### src/rtl/multb_seq.sv
// Sequential signed shift-add multiplier (sign-magnitude, one bit of |b| per clock).
// Optional macro MULTB_SEQ_EARLY_TERM_EN stops RUN once the remaining bits of |b| are zero.
module multb_seq #(
  parameter int DATAWIDTH = 12,
  parameter int COEFWIDTH = 16
) (
  input  logic                           clk,
  input  logic                           reset,
  input  logic                           in_valid,
  output logic                           in_ready,
  input  logic [COEFWIDTH-1:0]           a,
  input  logic [DATAWIDTH-1:0]           b,
  output logic                           out_valid,
  input  logic                           out_ready,
  output logic [DATAWIDTH+COEFWIDTH-1:0] r,
  output logic                           busy
);

  localparam int PW   = DATAWIDTH + COEFWIDTH;
  localparam int CNTW = (DATAWIDTH > 1) ? $clog2(DATAWIDTH) : 1;

  typedef enum logic [1:0] {
    IDLE = 2'd0,
    RUN  = 2'd1,
    DONE = 2'd2
  } state_t;

  state_t              state;
  logic [COEFWIDTH-1:0] mag_a;
  logic [DATAWIDTH-1:0] mag_b;
  logic                 sign;
  logic [PW-1:0]        acc;
  logic [CNTW-1:0]      count;

  logic [PW-1:0]        addend;
  logic [PW-1:0]        acc_next;
  logic                 last_bit;

  assign in_ready = (state == IDLE);
  assign busy     = (state != IDLE);

  // Partial product for the current bit of |b| and the end-of-run decision.
  always_comb begin
    addend   = '0;
    if (mag_b[count])
      addend = {{(PW-COEFWIDTH){1'b0}}, mag_a} << count;
    acc_next = acc + addend;
`ifdef MULTB_SEQ_EARLY_TERM_EN
    last_bit = (count == CNTW'(DATAWIDTH-1)) || (((mag_b >> count) >> 1) == '0);
`else
    last_bit = (count == CNTW'(DATAWIDTH-1));
`endif
  end

  always_ff @(posedge clk) begin
    if (reset) begin
      state     <= IDLE;
      out_valid <= 1'b0;
      r         <= '0;
      mag_a     <= '0;
      mag_b     <= '0;
      sign      <= 1'b0;
      acc       <= '0;
      count     <= '0;
    end else begin
      case (state)
        IDLE: begin
          out_valid <= 1'b0;
          if (in_valid) begin
            // Two's-complement negate as unsigned keeps the most negative value exact.
            mag_a <= a[COEFWIDTH-1] ? (~a + 1'b1) : a;
            mag_b <= b[DATAWIDTH-1] ? (~b + 1'b1) : b;
            sign  <= a[COEFWIDTH-1] ^ b[DATAWIDTH-1];
            acc   <= '0;
            count <= '0;
            state <= RUN;
          end
        end
        RUN: begin
          acc   <= acc_next;
          count <= count + CNTW'(1);
          if (last_bit) begin
            r         <= sign ? (~acc_next + 1'b1) : acc_next;
            out_valid <= 1'b1;
            state     <= DONE;
          end
        end
        DONE: begin
          if (out_ready) begin
            out_valid <= 1'b0;
            state     <= IDLE;
          end
        end
        default: begin
          out_valid <= 1'b0;
          state     <= IDLE;
        end
      endcase
    end
  end

endmodule
### config.mk
export PLATFORM = sky130hd
export DESIGN_NAME = multb_seq
export DESIGN_NICKNAME = d
export VERILOG_FILES = /design/src/rtl/multb_seq.sv
export SDC_FILE = /design/constraint.sdc
export NUM_CORES = 1
export LEC_CHECK = 0
export CORE_UTILIZATION = 50
export DETAILED_ROUTE_END_ITERATION = 8
export PLACE_DENSITY = 0.71
export SKIP_LAST_GASP = 1
export SLEW_MARGIN = 5
export SYNTH_ARGS = -nofsm -noshare
export SYNTH_HDL_FRONTEND = slang
export SYNTH_SLANG_ARGS = --single-unit
### constraint.sdc
create_clock -name clk -period 9 [get_ports clk]
set_clock_uncertainty 0.1 [all_clocks]
set_input_delay 1.8 -clock clk [delete_from_list [all_inputs] [get_ports clk]]
set_output_delay 1.8 -clock clk [all_outputs]
set_load 0.1 [all_outputs]
# --- After elaboration in Yosys (flattened, before gate mapping) ---
# Index checks and enable logic that the tools add are counted.
word_totals:
  elab_cells: 50
  out_inout_bits: 31
  ff_bits: 92
  input_bits: 32
op_classes:
  n_reduce_logical: 8
  bitwise: 4
  n_eq_ne: 6
  n_addsub: 5
  order_cmp: 1
  muxes: 17
  shifts: 1
ops:
  columns: ["cell", "n"]
  rows:
  - ["28-bit two-way mux", 3]
  - ["28-bit case mux with 2 select lines", 1]
  - ["28-bit by 1-bit adder with 28-bit output (second input constant)", 1]
  - ["28-bit adder", 1]
  - ["28-bit NOT", 1]
  - ["16-bit by 4-bit << shifter with 28-bit output", 1]
  - ["16-bit by 1-bit adder with 16-bit output (second input constant)", 1]
  - ["16-bit two-way mux", 1]
  - ["16-bit NOT", 1]
  - ["12-bit by 1-bit adder with 12-bit output (second input constant)", 1]
  - ["12-bit two-way mux", 1]
  - ["12-bit NOT", 1]
  - ["4-bit case mux with 2 select lines", 1]
  - ["2-bit AND reduction", 4]
  - ["2-bit two-way mux", 3]
  - ["2-bit inequality test (second input constant)", 3]
  - ["2-bit case mux with 3 select lines", 1]
  - ["4-bit by 5-bit < comparator with 1-bit output (second input constant)", 1]
  - ["4-bit by 1-bit adder with 4-bit output (second input constant)", 1]
  - ["1-bit binary-select mux with 4-bit select", 1]
  - ["4-bit equality test (second input constant)", 1]
  - ["4-bit two-way mux", 1]
  - ["2-bit nonzero test", 2]
  - ["1-bit two-way mux", 3]
  - ["other kinds (6)", 6]

# --- Longest topological paths before layout ---
depth:
  depth_word: 7
  depth_mapped: 20
  depth_no_buf: 17

# --- Worst setup path before layout ---
# No wires, ideal clock.
synth_path:
  path_type: "flip-flop to flip-flop"
  from: "register count[0]"
  to: "register r[26]"
  required_time_ns: 8.826
  synth_period_minus_slack_ns: 5.289
  path_stages_with_launch: 20
  arrival_ns: 5.115
  setup_slack_ns: 3.711
  path_cell_list: "dfxtp_1 > buf_1 > mux4_2 > nand2_1 > a21o_1 > clkbuf_1 > clkbuf_1 > nor2_1 > ha_1 > fa_1 > a211oi_2 > o31ai_4 > a211oi_4 > xnor2_1 > nand4bb_1 > or4b_4 > or2_4 > nor3_2 > nand4_1 > a31oi_1"
synth_between:
  elab_chain_cells: 7
  word_cells_on_any_way: 10
  classes_between: "add/sub: 2; eq/ne: 1; shift: 1; mux: 4; bitwise: 1; reduce/logical: 1"
synth_lines:
  columns: ["element", "line", "text"]
  rows:
  - ["from (decl)", "33", "logic [CNTW-1:0] count;"]
  - ["from (signal assigned)", "81", "count <= count + CNTW'(1);"]
  - ["1-bit binary-select mux with 4-bit select", "45", "if (mag_b[count])"]
  - ["1-bit two-way mux (not written as such)", "45", null]
  - ["28-bit two-way mux", "45", null]
  - ["28-bit adder", "47", "acc_next = acc + addend;"]
  - ["28-bit NOT", "83", "r <= sign ? (~acc_next + 1'b1) : acc_next;"]
  - ["28-bit by 1-bit adder with 28-bit output", "83", null]
  - ["28-bit two-way mux", "83", null]
  - ["to (signal assigned)", "83", null]
  - ["to (decl)", "15", "output logic [DATAWIDTH+COEFWIDTH-1:0] r,"]
# Several ways; a longest one is shown, not always the timed one. The select of a mux whose other input is x is not followed.
# A chain may end at the register's enable or synchronous reset.

# --- Worst setup path in the final report ---
layout_path:
  from: "register count[2]"
  to: "register r[26]"
# Same word-level chain as after synthesis.

==> reports/results.tsv <==
stage	metric	value	unit
cells_and_area	# nets final	970	
yosys	Syn. warnings	0	
yosys	syn avg cell area	7.68	um^2
timing	post-route minimum period	5.50	ns
power	Power Dens Cells	128	mW/mm^2
yosys	register bit total from synthesis	92	
routing	Via-to-Cell Ratio	5.90	
timing	share of the clock period used by the worst path	61.1	%
routing	DRT Pass-1 Iters	6	
routing	final WL	17100	um
floorplan	Core Box Area	0.0132	mm^2
global_routing	grt total ovfl	0	
clock_network	Max Buffers Root-to-Sink	2	
routing	# DRC	0	
global_routing	largest net degree at the start of global routing	93	
global_routing	number of global-route vias before repair	5760	
min_path	HP Start	mag_b[0]	
floorplan	die footprint	0.0141	mm^2
floorplan	Die W	119	um
clock_network	H-Tree Depth	3	
setup_path	CP Capture Type	register	
min_path	Hold Path Sink	mag_b[0]	
cells_and_area	design area	0.00777	mm^2
yosys	area leader, netlist	dfxtp_1	
timing	Slew HR	33.2	%
floorplan	Initial Util	51.4	%
clock_network	CTS tree	done	
run_status	status	complete, no violations	
yosys	Syn Std Cell Area	0.00680	mm^2
power	Worst VDD drop	0.0817	mV
clock_network	CTS sink cnt	92	
yosys	top_reg_cell synth	dfxtp_1	
setup_path	Max FO, Critical Path	21	
setup_path	R2R Path Start	count[2]	
cells_and_area	fillers	1291	
timing	final slew viol count	0	
timing	Worst Max-Slew Pin Slew	0.998	ns
cells_and_area	layout cell share with drive strength beyond 1	6.04	%
setup_path	Critical Path AT	5.67	ns
yosys	Mapped Nets	949	
floorplan	IO Pins	63	
placed_design	area of placed instances	0.00748	mm^2
setup_path	worst reg-to-reg path cell count	16	
setup_path	r2r setup slk	3.50	ns
setup_path	R2R Path End	r[26]	
cells_and_area	most common cell after layout, fill and taps aside	nor2_1	
min_path	worst hold path class	reg -> reg	
floorplan	num rows	42	
setup_path	crit path from	count[2]	
floorplan	Die Ht	119	um
yosys	share of the synthesized area in the top cell type	27.1	%
timing	final hold vios	0	
run	maxcap violations	0	
routing	DR vias	6417	
setup_path	critical path startpoint category	register	
placed_design	buffers added on ports	62	
timing	total negative slack	0	ns
yosys	synth top area cells	dfxtp_1 27%, nor2_1 6.4%, a21oi_1 5.8%	
setup_path	CP required	9.17	ns
global_routing	initial antenna violation count	0	
placed_design	dpl hpwl	12500	um
yosys	post-synth cell types	68	
clock_network	clk root buf	clkbuf_16	
power	Static Leak	2.82	nW
clock_network	worst skew pair latency	0.35	ns
clock_network	Post-CTS Setup Inserts	0	
routing	DRT iter0 DRCs	474	
yosys	Post-synth EDFFs	0	
min_path	hold depth	2	
timing	worst hold slack	0.360	ns
timing	Max Fclk	182	MHz
clock_network	CTS Hold Bufs	0	
routing	post-route ant nets	0	
clock_network	Post-CTS Resized	0	
cells_and_area	Layout area overhead	14.2	%
routing	drt wl/cell	15.8	um
yosys	Post-Syn Instances	885	
timing	RSZ-0062 raised after global routing	no	
yosys	Async S/R FF share, synth	0	%
yosys	register area share after synthesis	27.1	%
clock_network	total CTS buffers	9	
clock_network	CTS clk-pin slew, worst paths	0.06	ns
global_routing	first-pass GRT wire length	28500	um
timing	final setup violation count	0	
cells_and_area	most frequent cells in the layout	115 x nor2_1, 103 x nand2_1, 92 x dfxtp_1	
placed_design	RePlAce Congestion	0.931	
cells_and_area	# diodes	0	
global_routing	GRT Resource Usage Total	24.9	%
setup_path	Setup Crit Path Kind	reg -> reg	
registers in the layout, summed over array words and instances (netlist names):
register / flops
acc: 28
count: 4
mag_a: 16
mag_b: 12
out_valid: 1
r: 28
sign: 1
state: 2
routing by layer:
metal | global-route usage, % | part of all wire (%) | vias up
met3 | 2.46 | 6.2 | 21
met5 | 0 | 0 | -
li1 | - | - | 3243
met1 | 35.3 | 47 | 2925
met2 | 39.1 | 44 | 228
met4 | 9.02 | 2.0 | 0
final cells by class:
class / count / area, um^2 / share of cell area, %
clock buffers: 10 / 229 / 2.95
clock inverters: 6 / 63.8 / 0.821
inverters: 15 / 56.3 / 0.725
multi-input cells: 718 / 4680 / 60.3
flip-flops and latches: 92 / 1840 / 23.7
well taps: 176 / 220 / 2.83
repair buffers: 70 / 676 / 8.70
cell families after synthesis:
kind of cell | share of synthesized area (%)
AND/OR/NAND/NOR | 21.9
AO/OA/AOI/OAI | 24.6
flip-flops | 27.1
buffers and inverters | 4.21
XOR/XNOR | 8.89
multiplexers | 7.29
adder cells (fa/ha/maj) | 6.00
cell usage after synthesis (all sizes together), types with 5 or more instances:
master  number
buf         13
xor2        42
and4         5
nor2       116
nor2b        8
clkbuf      47
o21ai       34
o22ai       17
dfxtp       92
nor3        16
o31ai       10
or3          6
xnor2       27
nand4        8
a31oi        9
mux4         8
a21o         9
ha          31
nand2      103
and2         8
a211oi      52
nand3       37
o21a         6
inv         14
a21oi       80
mux2i       27
critical path, cell delays in order, from the launching register on:
cell      delay (ns)
dfxtp_1         0.85
clkinv_1        0.48
nand2_1         0.15
a21o_1          0.45
nor2_1          0.11
ha_1            0.24
fa_1            0.42
a211oi_2        0.33
o31ai_4         0.17
a31oi_1         0.22
xor2_1          0.30
nand4_1         0.26
or4b_4          0.58
or2_4           0.26
nor3_2          0.20
nand4_1         0.12
a31oi_1         0.18
per-stage QoR:
step                      setup slack (ns)  power, mW  utilization, %  cells
after floorplan                       3.71      0.569               -    885
after global placement                3.72      0.618            56.5   1071
after detailed placement              3.62      0.620            56.5   1071
after CTS                             3.61       1.00            58.7   1087
after global routing                  3.16       1.04            58.7   1087
final                                 3.50      0.995            58.7   1087
worst max-delay path by stage:
stage / endpoint / depth (start not counted)
after floorplan: r[26] / 19
after global placement: r[26] / 16
after CTS: r[26] / 16
final: r[26] / 16
after global routing: r[26] / 16
after detailed placement: r[26] / 16
report_power, final:
group          internal, mW  switching, mW  leakage (nW)  total [mW]
logic                0.0738          0.109          1.94       0.183
clock network         0.216          0.167         0.139       0.382
registers             0.418         0.0113         0.747       0.430
No activity file was read; power rests on OpenSTA's default activity.
